<file path="config.mk">
export PLATFORM = sky130hd
export DESIGN_NAME = fetch_unit
export DESIGN_NICKNAME = d
export VERILOG_FILES = /design/src/rtl/fetch_unit.sv
export SDC_FILE = /design/constraint.sdc
export NUM_CORES = 1
export LEC_CHECK = 0
export ABC_AREA = 1
export BUFFER_PORTS_ARGS = -buffer_cell sky130_fd_sc_hd__buf_2
export CORE_MARGIN = 5
export CORE_UTILIZATION = 46
export DETAILED_ROUTE_END_ITERATION = 6
export GPL_TIMING_DRIVEN = 0
export PLACE_DENSITY = 0.75
export SETUP_SLACK_MARGIN = 0.15
export SLEW_MARGIN = 0
export SYNTH_ARGS = -nofsm -noshare
export SYNTH_HDL_FRONTEND = slang
export SYNTH_SLANG_ARGS = --single-unit
export TNS_END_PERCENT = 10
</file>
<file path="constraint.sdc">
create_clock -name clk -period 1.6 [get_ports clk]
set_input_delay 0.32 -clock clk [delete_from_list [all_inputs] [get_ports clk]]
set_output_delay 0.32 -clock clk [all_outputs]
set_load 0.01 [all_outputs]
</file>
<file path="src/rtl/fetch_unit.sv">
// fetch_unit: instruction-fetch stage owning the PC and the IF/ID register.
// It fetches from a combinational instruction memory, captures each fetched
// word with its PC into IF/ID behind a valid/ready handshake, handles
// redirects and stalls, and raises a sticky fault on a bad fetch address.
//
// Ports:
//   clk          rising-edge clock
//   reset        synchronous, active-low reset
//   imem_addr    fetch address to instruction memory (always the PC)
//   imem_instr   instruction word returned combinationally for imem_addr
//   redirect     control-flow change from a later stage
//   redirect_pc  redirect target, valid with redirect
//   id_ready     decode accepts IF/ID contents this cycle
//   id_valid     IF/ID holds a live instruction
//   id_pc        PC of the instruction in IF/ID
//   id_instr     instruction word in IF/ID
//   fault        sticky fetch fault
//   fault_cause  01 misaligned redirect, 10 PC out of range, 00 none
//   fault_pc     offending address
//   fetch_count  instructions handed to decode (wraps)
//
// state    | meaning
// ---------+-------------------------------------------------------------
// ST_RUN   | normal fetching; redirects, stalls and captures are honoured
// ST_FAULT | a fault was taken; everything frozen until reset

module fetch_unit #(
    parameter logic [31:0] RESET_PC   = 32'h0000_0000,
    parameter int unsigned IMEM_WORDS = 32,
    parameter logic [31:0] NOP_INSTR  = 32'h0000_0013
) (
    input  logic        clk,
    input  logic        reset,
    output logic [31:0] imem_addr,
    input  logic [31:0] imem_instr,
    input  logic        redirect,
    input  logic [31:0] redirect_pc,
    input  logic        id_ready,
    output logic        id_valid,
    output logic [31:0] id_pc,
    output logic [31:0] id_instr,
    output logic        fault,
    output logic [1:0]  fault_cause,
    output logic [31:0] fault_pc,
    output logic [31:0] fetch_count
);

    localparam logic [31:0] PC_LIMIT = 32'(IMEM_WORDS) << 2;

    typedef enum logic [0:0] {
        ST_RUN   = 1'b0,
        ST_FAULT = 1'b1
    } state_t;

    state_t      state, state_nxt;
    logic [31:0] pc, pc_nxt;
    logic        id_valid_nxt;
    logic [31:0] id_pc_nxt;
    logic [31:0] id_instr_nxt;
    logic        fault_nxt;
    logic [1:0]  fault_cause_nxt;
    logic [31:0] fault_pc_nxt;
    logic [31:0] fetch_count_nxt;
    logic        advance;
    logic        handshake;

    assign imem_addr = pc;
    assign advance   = (state == ST_RUN) && (!id_valid || id_ready);
    // A word flushed by a simultaneous redirect never reached decode.
    assign handshake = (state == ST_RUN) && id_valid && id_ready && !redirect;

    always_comb begin
        state_nxt       = state;
        pc_nxt          = pc;
        id_valid_nxt    = id_valid;
        id_pc_nxt       = id_pc;
        id_instr_nxt    = id_instr;
        fault_nxt       = fault;
        fault_cause_nxt = fault_cause;
        fault_pc_nxt    = fault_pc;
        fetch_count_nxt = handshake ? fetch_count + 32'd1 : fetch_count;

        if (state == ST_FAULT) begin
            // frozen until reset
        end else if (redirect && (redirect_pc[1:0] != 2'b00)) begin
            state_nxt       = ST_FAULT;
            fault_nxt       = 1'b1;
            fault_cause_nxt = 2'b01;
            fault_pc_nxt    = redirect_pc;
            id_valid_nxt    = 1'b0;
        end else if (redirect) begin
            pc_nxt       = redirect_pc;
            id_valid_nxt = 1'b0;
        end else if (advance && (pc >= PC_LIMIT)) begin
            // Range is only checked when a fetch would actually happen.
            state_nxt       = ST_FAULT;
            fault_nxt       = 1'b1;
            fault_cause_nxt = 2'b10;
            fault_pc_nxt    = pc;
            id_valid_nxt    = 1'b0;
        end else if (advance) begin
            id_instr_nxt = imem_instr;
            id_pc_nxt    = pc;
            id_valid_nxt = 1'b1;
            pc_nxt       = pc + 32'd4;
        end
    end

    always_ff @(posedge clk) begin
        if (!reset) begin
            state       <= ST_RUN;
            pc          <= RESET_PC;
            id_valid    <= 1'b0;
            id_pc       <= 32'd0;
            id_instr    <= NOP_INSTR;
            fault       <= 1'b0;
            fault_cause <= 2'b00;
            fault_pc    <= 32'd0;
            fetch_count <= 32'd0;
        end else begin
            state       <= state_nxt;
            pc          <= pc_nxt;
            id_valid    <= id_valid_nxt;
            id_pc       <= id_pc_nxt;
            id_instr    <= id_instr_nxt;
            fault       <= fault_nxt;
            fault_cause <= fault_cause_nxt;
            fault_pc    <= fault_pc_nxt;
            fetch_count <= fetch_count_nxt;
        end
    end

endmodule

</file>
==> flow_summary.json, run 1 <==
{
  "p_per_area_nw_per_um2": 983,
  "yosysMostFrequentCell": "nand2_1",
  "cts-root-buf": "clkbuf_16",
  "gp_congestion": 0.943,
  "min_path_type": "in -> reg",
  "drcViolationCount": 0,
  "r2r-end": "id_instr[16]$_SDFFE_PN0P_",
  "yosys.cell_types.count": 36,
  "final_layout_size_suffix_gt1_share_pct": 33.5,
  "cp_data_required_time_ns": 1.91,
  "clk_pin_slew_ns": 0.06,
  "hold_depth": 3,
  "area_growth_pct": 41.4,
  "fin_crit_ns": 1.87,
  "grt_pass1_vias": 8407,
  "yosys-top-cells-area": "dfxtp_1, nand2_1, nor2_1",
  "clock_sinks": 165,
  "min_from": "imem_instr[22]",
  "cp-start-kind": "register",
  "reg2reg_from": "imem_addr[12]$_SDFFE_PN0P_",
  "yosysSeqAreaShare_pct": 41.8,
  "drtAntennaViolNets": 0,
  "synth_nets": 1302,
  "period_share_pct": 117,
  "num_rows": 48,
  "rsz0062_at_grt": "yes",
  "syn_inst": 1231,
  "yosys-top-cells-count": "nand2_1, nor2_1, dfxtp_1, inv_1, a21oi_1",
  "syn_area_per_cell_um2": 6.42,
  "crit_chain": "inv_2 -> nand2_2 -> nor2_2 -> nand2_1 -> nor2_2 -> nand2_2 -> a21oi_4 -> nand2_4 -> buf_12 -> clkbuf_16 -> nor2_1 -> nor2_1",
  "worst_slack_ns": -0.270,
  "peakVddDrop_uv": 792,
  "finalClockSkew_ns": 0.00877,
  "htree_levels": 4,
  "ios": 232,
  "dpl.hpwl_um": 20800,
  "io_buffers": 229,
  "reg2reg_depth": 12,
  "drtIter0Drc": 635,
  "antenna_found_initial": 0,
  "die_w_um": 141,
  "ctsHoldBuffers": 0,
  "grt_pass1_wl_um": 44100,
  "p_leak_nw": 5.20,
  "core_area_um2": 17100,
  "worstMarginPinSlew_ns": 0.917,
  "synth_top_area_cell": "dfxtp_1",
  "vias": 8986,
  "max_freq_mhz": 535,
  "yosysWarnings": 0,
  "post_drt_wl_per_cell_um": 16.5,
  "start_util_pct": 46.3,
  "finalWirelength_um": 29000,
  "grt_max_degree": 17,
  "dpl_worst_slack_ns": -0.334,
  "clockBufferDepth": 2,
  "die_h_um": 141,
  "hold_viol": 0,
  "violations": "setup timing",
  "r2r_slack_ns": -0.27,
  "cts_tree": "yes",
  "endpoint_kind": "register",
  "min_to": "id_instr[22]$_SDFFE_PN0P_",
  "slew-limit-headroom_pct": 38.7,
  "die_area_um2": 19900,
  "final_max_slew_viol_count": 0,
  "vias_per_cell": 5.11,
  "cts_buffers": 17,
  "synth_ff_type": "dfxtp_1",
  "status": "finished with violations",
  "overflow": 0,
  "setup_violations": 129,
  "syn_area_um2": 7900,
  "path_max_fanout": 7,
  "critPathArrivalTime_ns": 2.18,
  "critPathKind": "reg -> reg",
  "critPathSlowestCell": "dfxtp_4",
  "insertion_delay_ns": 0.43,
  "fin_hold_ws_ns": 0.114,
  "worst_path_largest_cell_delay_ns": 0.36,
  "firstDrtPassIters": 5,
  "nNetsFinal": 1587,
  "synth_top_area_share_pct": 41.8,
  "synth-seq-cells": 165,
  "gr-usage-all-layers_pct": 27.7,
  "synth_enable_flop_cells": 0,
  "synth-async-reset-ratio_pct": 0,
  "maxCapViolCount": 0
}
metrics by stage:
stage	cells	TNS (ns)	utilization, %	area [um^2]	power, mW
after CTS	1729	-12.95	61.6	10500	10.7
after global routing	1754	-22.94	65.5	11200	11.5
after floorplan	1231	0	-	8050	5.71
final	1757	-14.72	65.5	11200	11.0
after detailed placement	1685	-28.26	55.6	9480	6.44
after global placement	1685	-28.20	55.6	9480	6.41
what timing repair did:
action,CTS,global route
pin swaps,23,24
gates cloned,2,5
setup buffers,10,20
endpoints found under the setup margin,156,158
gates resized for setup,106,136
cell usage in the layout, fill, tap and decap left out, types with 3 or more instances in the layout:
cell and n:
nor2_2 39, nor3_4 5, nand2_4 4, o21ai_0 54
clkbuf_8 4, buf_1 5, nor3_1 16, buf_12 3
nor2_4 15, nand2_1 344, xor2_1 15, dfxtp_2 13
nor2_1 188, nand3b_1 3, a21oi_1 56, inv_6 3
nand3_1 53, buf_6 13, a21oi_2 17, o21ai_1 5
o22ai_1 10, clkbuf_2 4, clkbuf_1 26, buf_4 29
buf_2 231, clkbuf_16 22, a31oi_1 3, buf_8 7
dfxtp_1 127, nand3_2 5, dfxtp_4 25, inv_4 8
nor3_2 5, diode_2 3, inv_2 16, inv_1 90
nand2_2 27, nand4_1 12
kinds of logic after synthesis:
logic type      share of synthesized area [%]
mux                                     0.127
buf+inv                                  8.80
xor+xnor                                 1.88
compound gates                           9.78
fa+ha+maj                               0.475
flops                                    41.8
simple gates                             37.1
sequential cells by signal, indices dropped and copies added, names as in the netlist:
| signal | count |
|---|---|
| fault | 1 |
| fault_cause | 2 |
| fault_pc | 32 |
| fetch_count | 32 |
| id_instr | 32 |
| id_pc | 32 |
| id_valid | 1 |
| imem_addr | 32 |
| state | 1 |
cell type report:
| type | count | area (um^2) |
|---|---|---|
| repair buffers | 266 | 1550 |
| clock inverters | 8 | 83.8 |
| diodes | 3 | 7.51 |
| fillers | 1522 | 5880 |
| inverters | 114 | 450 |
| well taps | 225 | 282 |
| clock buffers | 24 | 503 |
| multi-input cells | 894 | 4440 |
| flip-flops and latches | 165 | 3410 |
| plain buffers | 58 | 443 |
layer usage:
layer / global-route usage (%) / vias up / routed length [um]
met5: 0 / - / 0
met4: 8.77 / 0 / 667
met3: 6.55 / 53 / 2870
met2: 45.0 / 449 / 13300
met1: 36.5 / 4042 / 12200
li1: - / 4442 / -
worst max-delay path: cells and delay by family, from the launching register on:
kind	cells	cell delay, ns
buffers and inverters	3	0.41
AOI/OAI and AO/OA	1	0.18
DFF	1	0.36
and+or+nand+nor	8	0.79
power by group:
part	internal (mW)	total [mW]	switching (mW)	leakage (nW)
logic	0.939	2.32	1.38	3.55
registers	4.34	4.55	0.207	1.37
clock network	2.38	4.11	1.73	0.284
worst max path at each step:
stage                          startpoint  slack, ns                            to
2_1_floorplan                    redirect        0.1  fetch_count[16]$_SDFFE_PN0P_
6_report       imem_addr[12]$_SDFFE_PN0P_      -0.27     id_instr[16]$_SDFFE_PN0P_
5_1_grt        imem_addr[11]$_SDFFE_PN0P_      -0.36     id_instr[16]$_SDFFE_PN0P_
3_3_place_gp                     redirect      -0.36     fault_pc[22]$_SDFFE_PN0P_
4_1_cts        imem_addr[17]$_SDFFE_PN0P_      -0.15     fault_pc[16]$_SDFFE_PN0P_
3_5_place_dp                     redirect      -0.33     fault_pc[22]$_SDFFE_PN0P_
Power figures use the tool's default switching activity.
==> run 2: changes to the inputs <==
--- a/config.mk
+++ b/config.mk
@@ -8,10 +8,9 @@
 export ABC_AREA = 1
 export BUFFER_PORTS_ARGS = -buffer_cell sky130_fd_sc_hd__buf_2
 export CORE_MARGIN = 5
-export CORE_UTILIZATION = 46
+export CORE_UTILIZATION = 30
 export DETAILED_ROUTE_END_ITERATION = 6
 export GPL_TIMING_DRIVEN = 0
-export PLACE_DENSITY = 0.75
 export SETUP_SLACK_MARGIN = 0.15
 export SLEW_MARGIN = 0
 export SYNTH_ARGS = -nofsm -noshare
==> run 2 against run 1 <==
Effect of this change: the run still ends with setup timing left; die area grew 49%; clock skew grew 0.0069 ns; sequential cell count is the same; via count shrank 0.96%; power grew 0.57%; maximum frequency grew 2.2%; cell count grew 5.9%; highest routed layer is now met5; critical endpoint is now id_instr[20]$_SDFFE_PN0P_; first-iteration DRC count shrank 23%; clock power grew 5.4%; register-to-register slack gained 0.04 ns; non-clock buffer count shrank 4; count of clock-buffer cells in the layout shrank 1.
==> flow_summary.json, run 2 (same netlist as run 1, synthesis figures left out) <==
{
  "status": "finished with violations",
  "violations": "setup timing",
  "dpl.hpwl_um": 22500,
  "die_area_um2": 29700,
  "endpoint_kind": "register",
  "worst_path_largest_cell_delay_ns": 0.36,
  "antenna_found_initial": 2,
  "finalWirelength_um": 30100,
  "overflow": 0,
  "gr-usage-all-layers_pct": 19.6,
  "rsz0062_at_grt": "yes",
  "firstDrtPassIters": 5,
  "reg2reg_depth": 11,
  "drtAntennaViolNets": 0,
  "grt_pass1_vias": 8447,
  "hold_viol": 0,
  "drcViolationCount": 0,
  "grt_pass1_wl_um": 45400,
  "area_growth_pct": 41.2,
  "setup_violations": 131,
  "grt_max_degree": 17,
  "worstMarginPinSlew_ns": 0.913,
  "peakVddDrop_uv": 536,
  "insertion_delay_ns": 0.43,
  "num_rows": 59,
  "critPathArrivalTime_ns": 2.19,
  "switching_share_pct": 29.7,
  "path_max_fanout": 7,
  "ios": 232,
  "min_path_type": "in -> reg",
  "fin_hold_ws_ns": 0.113,
  "dpl_worst_slack_ns": -0.493,
  "cts_tree": "yes",
  "final_max_slew_viol_count": 0,
  "drtIter0Drc": 491,
  "p_sw_mw": 3.28,
  "io_buffers": 229,
  "vias_per_cell": 4.78,
  "fin_crit_ns": 1.83,
  "vias": 8900,
  "critPathKind": "reg -> reg",
  "period_share_pct": 114,
  "p_seq_share_pct": 41.1,
  "clkPwrFrac_pct": 39.2,
  "start_util_pct": 30.4,
  "power_frac_comb_pct": 19.7,
  "worst_slack_ns": -0.230,
  "nNetsFinal": 1583,
  "final_cell_mix": "nand2_1, buf_2, nor2_1",
  "final_layout_size_suffix_gt1_share_pct": 32.0,
  "cp_data_required_time_ns": 1.96,
  "max_freq_mhz": 546,
  "ctsHoldBuffers": 0,
  "clock_sinks": 165,
  "finalClockSkew_ns": 0.0156,
  "power_mw": 11.0,
  "insertedDiodeCount": 0,
  "crit_chain": "nor2_2 -> nand3_1 -> nor2_2 -> nand2_2 -> a21oi_4 -> nand2_4 -> buf_16 -> clkbuf_16 -> nand2_4 -> nand2_2 -> nor2_1",
  "p_int_mw": 7.76,
  "cts-root-buf": "clkbuf_16",
  "htree_levels": 4,
  "maxCapViolCount": 0,
  "die_h_um": 172,
  "final_common_cell": "nand2_1",
  "critPathSlowestCell": "dfxtp_2",
  "gp_congestion": 0.937,
  "slew-limit-headroom_pct": 38.6,
  "cp-start-kind": "register",
  "die_w_um": 172,
  "post_drt_wl_per_cell_um": 16.2,
  "clockBufferDepth": 2,
  "clk_pin_slew_ns": 0.07,
  "cts_buffers": 17,
  "hold_depth": 3,
  "p_per_area_nw_per_um2": 990,
  "core_area_um2": 26000,
  "p_leak_nw": 5.19
}
-- run 2: cell types whose count changed in the layout (fill, tap and decap cells not counted), sizes merged --
| cell | delta |
|---|---|
| clkbuf | -5 |
| clkinv | +4 |
| inv | -4 |
| diode | -3 |
| bufinv | +1 |
-- run 2: worst max-delay path, delay by kind of cell, from the launching register on --
kind / cells / cell delay (ns)
flip-flops: 1 / 0.36
buffers and inverters: 2 / 0.35
AO/OA/AOI/OAI: 1 / 0.18
AND/OR/NAND/NOR: 8 / 0.86
-- run 2: power groups by stage --
stage	Clock, mW	Sequential [mW]	Combinational [mW]
2_1_floorplan	0	4.72	0.990
3_3_place_gp	0	4.65	1.81
3_5_place_dp	0	4.65	1.82
4_1_cts	4.43	4.55	2.03
5_1_grt	4.59	4.57	2.40
6_report	4.33	4.54	2.18
-- run 2: repair_timing --
item                       4_1_cts  5_1_grt
gates resized for setup        117       88
setup buffers                   22        6
cloned                           3        2
setup endpoints to repair      161      158
pin swaps                       15       23
-- run 2: through the flow --
step | TNS, ns | util (%) | cell area [um^2] | cells
floorplan | 0 | - | 8050 | 1231
finish | -22.68 | 42.9 | 11200 | 1860
global placement | -42.68 | 37.0 | 9620 | 1795
global route | -34.42 | 42.9 | 11200 | 1860
CTS | -17.13 | 41.5 | 10800 | 1852
detailed placement | -37.21 | 37.0 | 9620 | 1795
-- run 2: path summary, 6_finish.rpt --
path,startpoint,to,slack (ns)
worst min-delay path,imem_instr[6],id_instr[6]$_SDFFE_PN0P_,0.11
worst max-delay path,imem_addr[8]$_SDFFE_PN0P_,id_instr[20]$_SDFFE_PN0P_,-0.23
worst min register to register,id_pc[23]$_SDFFE_PN0P_,id_pc[23]$_SDFFE_PN0P_,0.43
worst max register to register,imem_addr[8]$_SDFFE_PN0P_,id_instr[20]$_SDFFE_PN0P_,-0.23
-- run 2: final cells by class --
type,count,area (um^2)
fill,2727,14800
multi-input combinational,894,4340
sequential,165,3420
timing repair buffer,262,1490
clock buffer,23,509
inverter,114,443
buffer,58,423
tap,335,419
clock inverter,9,115
-- run 2: metal layers --
metal | part of all wire, % | up-vias | GRT usage [%]
li1 | - | 4445 | -
met1 | 44 | 4119 | 25.2
met2 | 46 | 295 | 32.8
met3 | 7.7 | 37 | 5.17
met4 | 1.8 | 4 | 5.09
met5 | 0.076 | - | 0
==> run 3: changes to the inputs <==
--- a/config.mk
+++ b/config.mk
@@ -7,7 +7,7 @@
 export LEC_CHECK = 0
 export ABC_AREA = 1
 export BUFFER_PORTS_ARGS = -buffer_cell sky130_fd_sc_hd__buf_2
-export CORE_MARGIN = 5
+export CORE_MARGIN = 2
 export CORE_UTILIZATION = 30
 export DETAILED_ROUTE_END_ITERATION = 6
 export GPL_TIMING_DRIVEN = 0
==> run 3 against run 2 <==
Effect of this change: largest cell class unchanged; critical path depth up 1; count of clock-buffer cells in the layout down 3; cell count up 0.27%; register-to-register slack worse by 0.03 ns; the run still ends with setup timing left; largest power group unchanged.
==> flow_summary.json, run 3 (same netlist as run 1, synthesis figures left out) <==
{
  "p_leak_nw": 5.23,
  "setup_violations": 132,
  "critPathBufInv": 3,
  "worstMarginPinSlew_ns": 0.963,
  "grt_max_degree": 17,
  "start_util_pct": 30.4,
  "area_growth_pct": 43.1,
  "final_layout_size_suffix_gt1_share_pct": 33.3,
  "io_buffers": 229,
  "ios": 232,
  "post_drt_wl_per_cell_um": 15.9,
  "reg2reg_from": "imem_addr[17]$_SDFFE_PN0P_",
  "regArea_um2": 3400,
  "firstDrtPassIters": 5,
  "r2r_slack_ns": -0.26,
  "violations": "setup timing",
  "vias_per_cell": 4.73,
  "cp-endpoint": "id_instr[8]$_SDFFE_PN0P_",
  "p_per_area_nw_per_um2": 983,
  "max_freq_mhz": 538,
  "hold_viol": 0,
  "vias": 8822,
  "dpl_worst_slack_ns": -0.553,
  "dpl.hpwl_um": 21800,
  "htree_levels": 4,
  "final_max_slew_viol_count": 0,
  "grt_pass1_wl_um": 44700,
  "dp_cells": 1795,
  "overflow": 0,
  "clk_pin_slew_ns": 0.07,
  "crit_top_cell": "nor2_1",
  "grt-busiest-layer": "met2",
  "clock_sinks": 165,
  "crit_chain": "inv_2 -> nand2_2 -> nor2_2 -> nand2_1 -> nor2_1 -> nand2_2 -> a21oi_4 -> nand2_4 -> buf_12 -> buf_8 -> nor2_1 -> nor2_1",
  "die_w_um": 166,
  "cts_buffers": 17,
  "final_cells": 1865,
  "cp_data_required_time_ns": 1.92,
  "cts_tree": "yes",
  "critPathKind": "reg -> reg",
  "worst_path_largest_cell_delay_ns": 0.37,
  "die_h_um": 166,
  "ctsHoldBuffers": 0,
  "final_cell_mix": "nand2_1, buf_2, nor2_1",
  "critPathSlowestCell": "dfxtp_4",
  "grt_pass1_vias": 8200,
  "status": "finished with violations",
  "tns_ns": -20.99,
  "cpLargestDelayFamily": "simple AND/OR/NAND/NOR gates",
  "endpoint_kind": "register",
  "drtIter0Drc": 656,
  "worst_slack_ns": -0.259,
  "cp-start-kind": "register",
  "gr-usage-all-layers_pct": 20.4,
  "antenna_found_initial": 2,
  "min_path_type": "in -> reg",
  "finalClockSkew_ns": 0.0173,
  "finalWirelength_um": 29700,
  "path_max_fanout": 10,
  "core_area_um2": 26000,
  "grtUsageMet3_pct": 5.98,
  "peakVddDrop_uv": 501,
  "maxCapViolCount": 0,
  "period_share_pct": 116,
  "insertion_delay_ns": 0.43,
  "drcViolationCount": 0,
  "final_common_cell": "nand2_1",
  "cts-root-buf": "clkbuf_16",
  "die_area_um2": 27700,
  "num_rows": 59,
  "nNetsFinal": 1590,
  "critPathLaunch": "imem_addr[17]$_SDFFE_PN0P_",
  "clockBufferDepth": 2,
  "critPathArrivalTime_ns": 2.18,
  "slew-limit-headroom_pct": 35.2,
  "gp_congestion": 0.915,
  "drtAntennaViolNets": 0,
  "n_fill_cell": 2732,
  "reg2reg_depth": 12,
  "crit_cells": 12,
  "use_met2_pct": 33.4,
  "globalRouteMet1Util_pct": 26.1,
  "r2r-end": "id_instr[8]$_SDFFE_PN0P_",
  "multiInputGateArea_um2": 4400,
  "fin_crit_ns": 1.86,
  "fin_hold_ws_ns": 0.107,
  "rsz0062_at_grt": "yes"
}
## run 3: cell types whose count changed in the layout (fill, tap and decap cells not counted), sizes merged
cell,delta
clkinv,+1
buf,+6
bufinv,+1
clkbuf,-2
clkinvlp,-2
diode,+1
## run 3: report_power, final
part	internal [mW]	total, mW	leakage, nW	switching [mW]
clock	2.55	4.26	0.298	1.70
sequential	4.34	4.55	1.36	0.202
combinational	0.930	2.31	3.57	1.38
## run 3: cell type report
class	instances	share of cell area, %
Inverter	114	3.92
Sequential cell	165	30.1
Buffer	58	4.18
Antenna cell	1	0.0221
Timing Repair Buffer	269	13.9
Clock buffer	20	4.13
Multi-Input combinational cell	894	38.9
Clock inverter	9	1.13
Tap cell	335	3.71
## run 3: metrics by stage
step | cell area [um^2] | util, % | power, mW
6_report | 11300 | 43.5 | 11.1
5_1_grt | 11300 | 43.5 | 11.6
4_1_cts | 10700 | 41.3 | 10.9
3_5_place_dp | 9620 | 37.0 | 6.47
3_3_place_gp | 9620 | 37.0 | 6.46
2_1_floorplan | 8050 | - | 5.71
## run 3: worst reg2reg max path: cells and delay by family (launching register included)
family	cells	cell delay (ns)
AOI/OAI and AO/OA	1	0.19
buffers and inverters	3	0.42
DFF	1	0.37
and+or+nand+nor	8	0.77
## run 3: worst min-delay path by stage
stage | startpoint | endpoint | slack (ns) | cells past startpoint
6_report | imem_instr[6] | id_instr[6]$_SDFFE_PN0P_ | 0.11 | 3
5_1_grt | imem_instr[6] | id_instr[6]$_SDFFE_PN0P_ | 0.1 | 3
4_1_cts | imem_instr[0] | id_instr[0]$_SDFFE_PN1P_ | 0.1 | 3
3_5_place_dp | id_pc[17]$_SDFFE_PN0P_ | id_pc[17]$_SDFFE_PN0P_ | 0.43 | 2
3_3_place_gp | id_pc[31]$_SDFFE_PN0P_ | id_pc[31]$_SDFFE_PN0P_ | 0.42 | 2
2_1_floorplan | imem_instr[0] | id_instr[0]$_SDFFE_PN1P_ | 0.43 | 2
## run 3: per-layer routing
metal,vias to the layer above,wire (um)
li1,4458,-
met1,4026,13200
met2,290,13400
met3,46,2400
met4,2,640
met5,-,13
## run 3: what timing repair did
action,in CTS,in global routing
endpoints found under the setup margin,156,159
pin swaps,16,20
gates resized for setup,91,143
gates cloned,4,2
setup buffers,20,14
